## config.mk

```make
export PLATFORM = sky130hd
export DESIGN_NAME = lnrv_exu_alu_arb
export DESIGN_NICKNAME = d
export VERILOG_FILES = /design/src/rtl/lnrv_exu_alu_arb_pkg.sv /design/src/rtl/lnrv_rr_arb.sv /design/src/rtl/lnrv_exu_alu_arb.sv
export SDC_FILE = /design/constraint.sdc
export NUM_CORES = 1
export LEC_CHECK = 0
export ABC_AREA = 1
export CORE_AREA = 2 2 147 149
export CTS_CLUSTER_SIZE = 25
export DETAILED_ROUTE_END_ITERATION = 8
export DIE_AREA = 0 0 149 151
export DONT_BUFFER_PORTS = 1
export SYNTH_ARGS = -nofsm -noshare
export SYNTH_HDL_FRONTEND = slang
export SYNTH_SLANG_ARGS = --single-unit
```

## constraint.sdc

```tcl
create_clock -name clk -period 1.3 [get_ports clk]
set_clock_uncertainty 0.15 [all_clocks]
set_input_delay 0.26 -clock clk [delete_from_list [all_inputs] [get_ports clk]]
set_output_delay 0.26 -clock clk [all_outputs]
set_load 0.01 [all_outputs]
```

## src/rtl/lnrv_exu_alu_arb_pkg.sv

```systemverilog
// Shared definitions for the EXU ALU arbiter and its one-hot arbiter core.
package lnrv_exu_alu_arb_pkg;

  localparam int unsigned ALU_OP_BUS_WIDTH = 8;

  // Arbitration mode encodings
  localparam int unsigned ARB_FIXED = 0;
  localparam int unsigned ARB_RR    = 1;

  // Index width that stays at least one bit wide for tiny requester counts
  function automatic int unsigned id_width(input int unsigned n);
    return (n > 1) ? $clog2(n) : 1;
  endfunction

endpackage

```

## src/rtl/lnrv_rr_arb.sv

```systemverilog
// One-hot arbiter: fixed priority (index 0 highest) or round-robin starting at ptr.
module lnrv_rr_arb
  import lnrv_exu_alu_arb_pkg::*;
#(
  parameter int unsigned NUM_REQ = 4,
  parameter int unsigned PTR_W   = id_width(NUM_REQ)
) (
  input  logic [NUM_REQ-1:0] req,
  input  logic [PTR_W-1:0]   ptr,
  input  logic               mode,
  output logic [NUM_REQ-1:0] grant
);

  int unsigned start;
  int unsigned pos;
  logic        found;

  // Scan from the start index, wrapping modulo NUM_REQ; first asserted request wins
  always_comb begin
    grant = '0;
    found = 1'b0;
    start = mode ? 32'(ptr) : 32'd0;
    pos   = 32'd0;
    for (int unsigned k = 0; k < NUM_REQ; k++) begin
      pos = start + k;
      if (pos >= NUM_REQ) pos = pos - NUM_REQ;
      if (!found && req[pos[PTR_W-1:0]]) begin
        grant[pos[PTR_W-1:0]] = 1'b1;
        found                 = 1'b1;
      end
    end
  end

endmodule

```

## src/rtl/lnrv_exu_alu_arb.sv

```systemverilog
// Arbitrates NUM_REQ requesters onto the shared ALU through a one-entry output register.
module lnrv_exu_alu_arb
  import lnrv_exu_alu_arb_pkg::*;
#(
  parameter int unsigned NUM_REQ  = 4,
  parameter int unsigned OP_W     = ALU_OP_BUS_WIDTH,
  parameter int unsigned DATA_W   = 32,
  parameter int unsigned ARB_MODE = ARB_FIXED,
  parameter int unsigned ID_W     = id_width(NUM_REQ)
) (
  input  logic                      clk,
  input  logic                      rst_n,
  input  logic [NUM_REQ-1:0]        req_vld,
  output logic [NUM_REQ-1:0]        req_rdy,
  input  logic [NUM_REQ*OP_W-1:0]   req_op_bus,
  input  logic [NUM_REQ*DATA_W-1:0] req_in1,
  input  logic [NUM_REQ*DATA_W-1:0] req_in2,
  output logic                      alu_op_vld,
  input  logic                      alu_op_rdy,
  output logic [OP_W-1:0]           alu_op_bus,
  output logic [DATA_W-1:0]         alu_in1,
  output logic [DATA_W-1:0]         alu_in2,
  output logic [ID_W-1:0]           alu_src_id,
  output logic                      arb_conflict
);

  localparam logic RrMode = (ARB_MODE == ARB_RR);

  logic               load;
  logic               accept;
  logic               multi_req;
  logic [NUM_REQ-1:0] grant;
  logic [OP_W-1:0]    sel_op;
  logic [DATA_W-1:0]  sel_in1;
  logic [DATA_W-1:0]  sel_in2;
  logic [ID_W-1:0]    sel_id;

  logic               out_vld_q, out_vld_d;
  logic [OP_W-1:0]    op_q, op_d;
  logic [DATA_W-1:0]  in1_q, in1_d;
  logic [DATA_W-1:0]  in2_q, in2_d;
  logic [ID_W-1:0]    id_q, id_d;
  logic               conflict_q, conflict_d;
  logic [ID_W-1:0]    ptr_q;

  lnrv_rr_arb #(
    .NUM_REQ (NUM_REQ),
    .PTR_W   (ID_W)
  ) u_arb (
    .req   (req_vld),
    .ptr   (ptr_q),
    .mode  (RrMode),
    .grant (grant)
  );

  // The register can take a new op when empty or being drained this cycle
  assign load      = ~out_vld_q | alu_op_rdy;
  assign req_rdy   = grant & {NUM_REQ{load}};
  assign accept    = |(req_vld & req_rdy);
  assign multi_req = |(req_vld & (req_vld - NUM_REQ'(1)));

  // Select the granted requester's payload and index
  always_comb begin
    sel_op  = '0;
    sel_in1 = '0;
    sel_in2 = '0;
    sel_id  = '0;
    for (int unsigned i = 0; i < NUM_REQ; i++) begin
      if (grant[i]) begin
        sel_op  = req_op_bus[i*OP_W +: OP_W];
        sel_in1 = req_in1[i*DATA_W +: DATA_W];
        sel_in2 = req_in2[i*DATA_W +: DATA_W];
        sel_id  = ID_W'(i);
      end
    end
  end

  // Output stage next state: replace on accept, go empty (data held) on idle load
  always_comb begin
    out_vld_d  = out_vld_q;
    op_d       = op_q;
    in1_d      = in1_q;
    in2_d      = in2_q;
    id_d       = id_q;
    conflict_d = conflict_q | (load & multi_req);
    if (load) begin
      out_vld_d = accept;
      if (accept) begin
        op_d  = sel_op;
        in1_d = sel_in1;
        in2_d = sel_in2;
        id_d  = sel_id;
      end
    end
  end

  // Output register and sticky conflict flag
  always_ff @(posedge clk or negedge rst_n) begin
    if (!rst_n) begin
      out_vld_q  <= 1'b0;
      op_q       <= '0;
      in1_q      <= '0;
      in2_q      <= '0;
      id_q       <= '0;
      conflict_q <= 1'b0;
    end else begin
      out_vld_q  <= out_vld_d;
      op_q       <= op_d;
      in1_q      <= in1_d;
      in2_q      <= in2_d;
      id_q       <= id_d;
      conflict_q <= conflict_d;
    end
  end

  if (RrMode) begin : g_rr_ptr
    logic [ID_W-1:0] ptr_d;

    // Pointer moves just past the winner on accept, wrapping at NUM_REQ
    always_comb begin
      ptr_d = ptr_q;
      if (accept) ptr_d = (sel_id == ID_W'(NUM_REQ - 1)) ? '0 : sel_id + 1'b1;
    end

    // Round-robin pointer register
    always_ff @(posedge clk or negedge rst_n) begin
      if (!rst_n) ptr_q <= '0;
      else        ptr_q <= ptr_d;
    end
  end else begin : g_fixed_ptr
    assign ptr_q = '0;
  end

  assign alu_op_vld   = out_vld_q;
  assign alu_op_bus   = op_q;
  assign alu_in1      = in1_q;
  assign alu_in2      = in2_q;
  assign alu_src_id   = id_q;
  assign arb_conflict = conflict_q;

endmodule

```

==> metrics.md <==
| Metric | Value |
|---|---|
| Hold WS | `-538.1 ps` |
| Synth cell types | `18` |
| Num rows | `53` |
| Arr. time, crit path | `1240 ps` |
| Vias per cell | `5.431` |
| Synthesized area per cell | `about 6.3 um^2` |
| CTS buffer count | `9` |
| Routability congestion estimate | `approximately 0.8` |
| Xor and xnor fraction of the mapped netlist area | `0%` |
| Initial detailed-routing violation count | `approximately 310` |
| Number of synthesized register bits | `76` |
| Largest net degree at the start of global routing | `77` |
| Violated checks | `negative hold slack, negative setup slack` |
| Ports | `~380` |
| DRC errors left | `0` |
| Layout cells sized above 1 | `~18%` |
| ANT nets after route | `0` |
| RSZ-0062 raised after global routing | `yes` |
| Finished Layout Cells | `between 1,000 and 1,500` |
| Leakage Power | `roughly 3.7 nW` |
| Endpoints failing setup | `80` |
| Largest area contributor in the netlist | `dfrtp_1` |
| Initial antenna violation count | `0` |
| CP required | `between 800 and 900 ps` |
| Nets | `about 1,200` |
| Post-synthesis compound-gate area fraction | `less than 1%` |
| Area contributors post-synth | `dfrtp_1 (33%), nand3_1 (25%), nand2_1 (19%)` |
| # placed instances | `between 1,000 and 1,500` |
| Synth Area in Simple Gates | `between 50 and 60%` |
| Worst Setup End Kind | `output port` |
| Clk_lat worst skew | `between 300 and 400 ps` |
| Final Hold Viols | `76` |
| Fmax | `between 600 and 700 MHz` |
| WL/cell | `just under 20 um` |
| Drt pass-1 iters | `6` |
| HPWL after DPL | `~15,000 um` |
| Number of clock sinks | `76` |
| # H-tree levels | `3` |
| Top-area cell type share of the netlist area | `approximately a third` |
| Max-slew violations | `0` |
| Post-Place Worst Slack | `-136.3 ps` |
| WS Path Type | `flop to output port` |
| Largest family of logic cells by synthesized area | `simple AND/OR/NAND/NOR gates` |
| Status | `finished with violations` |
| Design Area, Final | `roughly 0.0074 mm^2` |
| Max VDD drop | `~0.43 mV` |
| ANT cells | `0` |
| P&R area growth vs syn | `28.35%` |
| Most frequent cells in the layout | `nand3_1 (272), nand2_1 (240), dfrtp_1 (76)` |
| Pwr Density | `between 1000 and 1500 mW/mm^2` |
| Worst-case clock buffer depth | `2` |
| Post-Synth Adder-Cell Area | `0%` |
| Yosys warnings | `0` |
| Post-synthesis mux area share | `0%` |
| Final Critical Period | `approximately 1700 ps` |
| Vias in the first global route | `between 5,000 and 6,000` |
| Total GRT Usage | `19.13%` |
| DR vias | `about 6,400` |
| Grt ovf | `0` |
| Relative slew slack | `77.32%` |
| Period utilisation layout | `127.0%` |
| CTS tree | `yes` |
| Max-cap violation count | `0` |
| First-pass GRT wire length | `32,810 um` |
| Worst slew pin tran | `338.5 ps` |
| Cell Area, Placed | `0.006110 mm^2` |
| Clock Pin Slew Worst Setup and Hold Paths | `~60 ps` |
| Worst-path maximum fanout | `3` |
| Critical path startpoint category | `flop` |
| Die area | `approximately 0.022 mm^2` |
| Core Area | `0.02082 mm^2` |
| Leading cell type in the layout, fill and taps excluded | `nand3_1` |
| Die height | `around 150 um` |
| Root Driver | `clkbuf_16` |
| Initial Util | `27.64%` |
| Port Buffers | `0` |
| Cell Area, Synth | `0.005756 mm^2` |
| DRT Wirelength | `between 20,000 and 25,000 um` |
| Die W | `about 150 um` |
| Post-synth net total | `approximately 1,200` |
| Fin worst setup slack | `-351.4 ps` |
| Seq/Total Area, Yosys | `between 30% and 40%` |
| Post-Syn Instances | `a little over 900` |
| HP Class | `input port to asynchronous set/reset pin` |
==> registers in the layout (all words and copies together) (netlist names) <==
name / flops
alu_op_bus: 8
alu_op_vld: 1
alu_src_id: 2
arb_conflict: 1
alu_in1: 32
alu_in2: 32
==> worst max-delay path, cell delays in order, from the launching register on <==
cell and delay [ps]:
dfrtp_1 400, buf_6 130, inv_4 50, nor2_4 40
nor3_2 140, buf_4 150
==> final cells by class <==
class / instances / area, um^2
fillers: 2239 / 13440
clock inverters: 5 / 55.05
clock buffers: 9 / 225.2
inverters: 79 / 299.0
multi-input cells: 670 / 3477
well taps: 275 / 344.1
repair buffers: 64 / 1085
flip-flops and latches: 76 / 1902
==> final timing paths <==
check                              from          end  slack (ps)  depth (start not counted)
setup / recovery             alu_op_vld   req_rdy[3]        -350                          5
hold / removal                    rst_n   alu_in2[9]        -540                          0
setup reg to reg             alu_op_vld   alu_in2[6]        -340                          9
hold reg to reg             alu_in2[12]  alu_in2[12]         420                          2
max in group asynchronous         rst_n  alu_in1[25]        1410                          0
min in group clk           req_in1[112]  alu_in1[16]          30                          4
==> where the power goes <==
| part | total, mW | internal (mW) | switching (mW) |
|---|---|---|---|
| registers | 3.24 | 2.73 | 0.509 |
| clock network | 2.49 | 1.46 | 1.03 |
| logic | 1.91 | 0.887 | 1.02 |
| total | 7.64 | 5.08 | 2.56 |
==> cell families (layout without fill, tap and decap cells) <==
logic type             Yosys count  count (layout)
and+or+nand+nor                667             667
AOI/OAI and AO/OA                3               3
buffers and inverters          166             157
DFF                             76              76
==> per-layer routing <==
| layer | global-route usage [%] | vias up | routed length, um |
|---|---|---|---|
| met3 | 4.367 | 27 | 1915 |
| met4 | 5.714 | 0 | 465 |
| met1 | 22.85 | 3018 | 9387 |
| met5 | 0 | - | 0 |
| li1 | - | 3017 | - |
| met2 | 34.24 | 336 | 11650 |
==> Yosys cell counts (all sizes together) <==
| cell type | number |
|---|---|
| and3 | 1 |
| a21oi | 1 |
| dfrtp | 76 |
| inv | 79 |
| nor3 | 2 |
| nand4 | 72 |
| nor2 | 4 |
| clkbuf | 7 |
| nand3 | 291 |
| o21ai | 1 |
| nand2 | 297 |
| buf | 80 |
| o211ai | 1 |
==> stage by stage <==
stage | hold slack [ps] | total power [mW] | util (%) | setup TNS, ps
2_1_floorplan | -185.6 | 4.275 | - | -551.1
3_3_place_gp | -184.0 | 4.604 | 29.34 | -4478
3_5_place_dp | -184.0 | 4.637 | 29.34 | -6221
4_1_cts | -558.6 | 7.530 | 33.49 | -23790
5_1_grt | -559.9 | 8.084 | 35.48 | -29380
6_report | -538.1 | 7.637 | 35.48 | -23870
==> repair_timing <==
| action | 4_1_cts | 5_1_grt |
|---|---|---|
| endpoints found under the setup margin | 79 | 80 |
| gates cloned | 13 | 5 |
| pin swaps | 6 | 56 |
| setup buffers | 10 | 5 |
| resized for setup | 37 | 101 |
| endpoints found under the hold margin | 76 | 76 |
(Power assumes the default switching activity.)
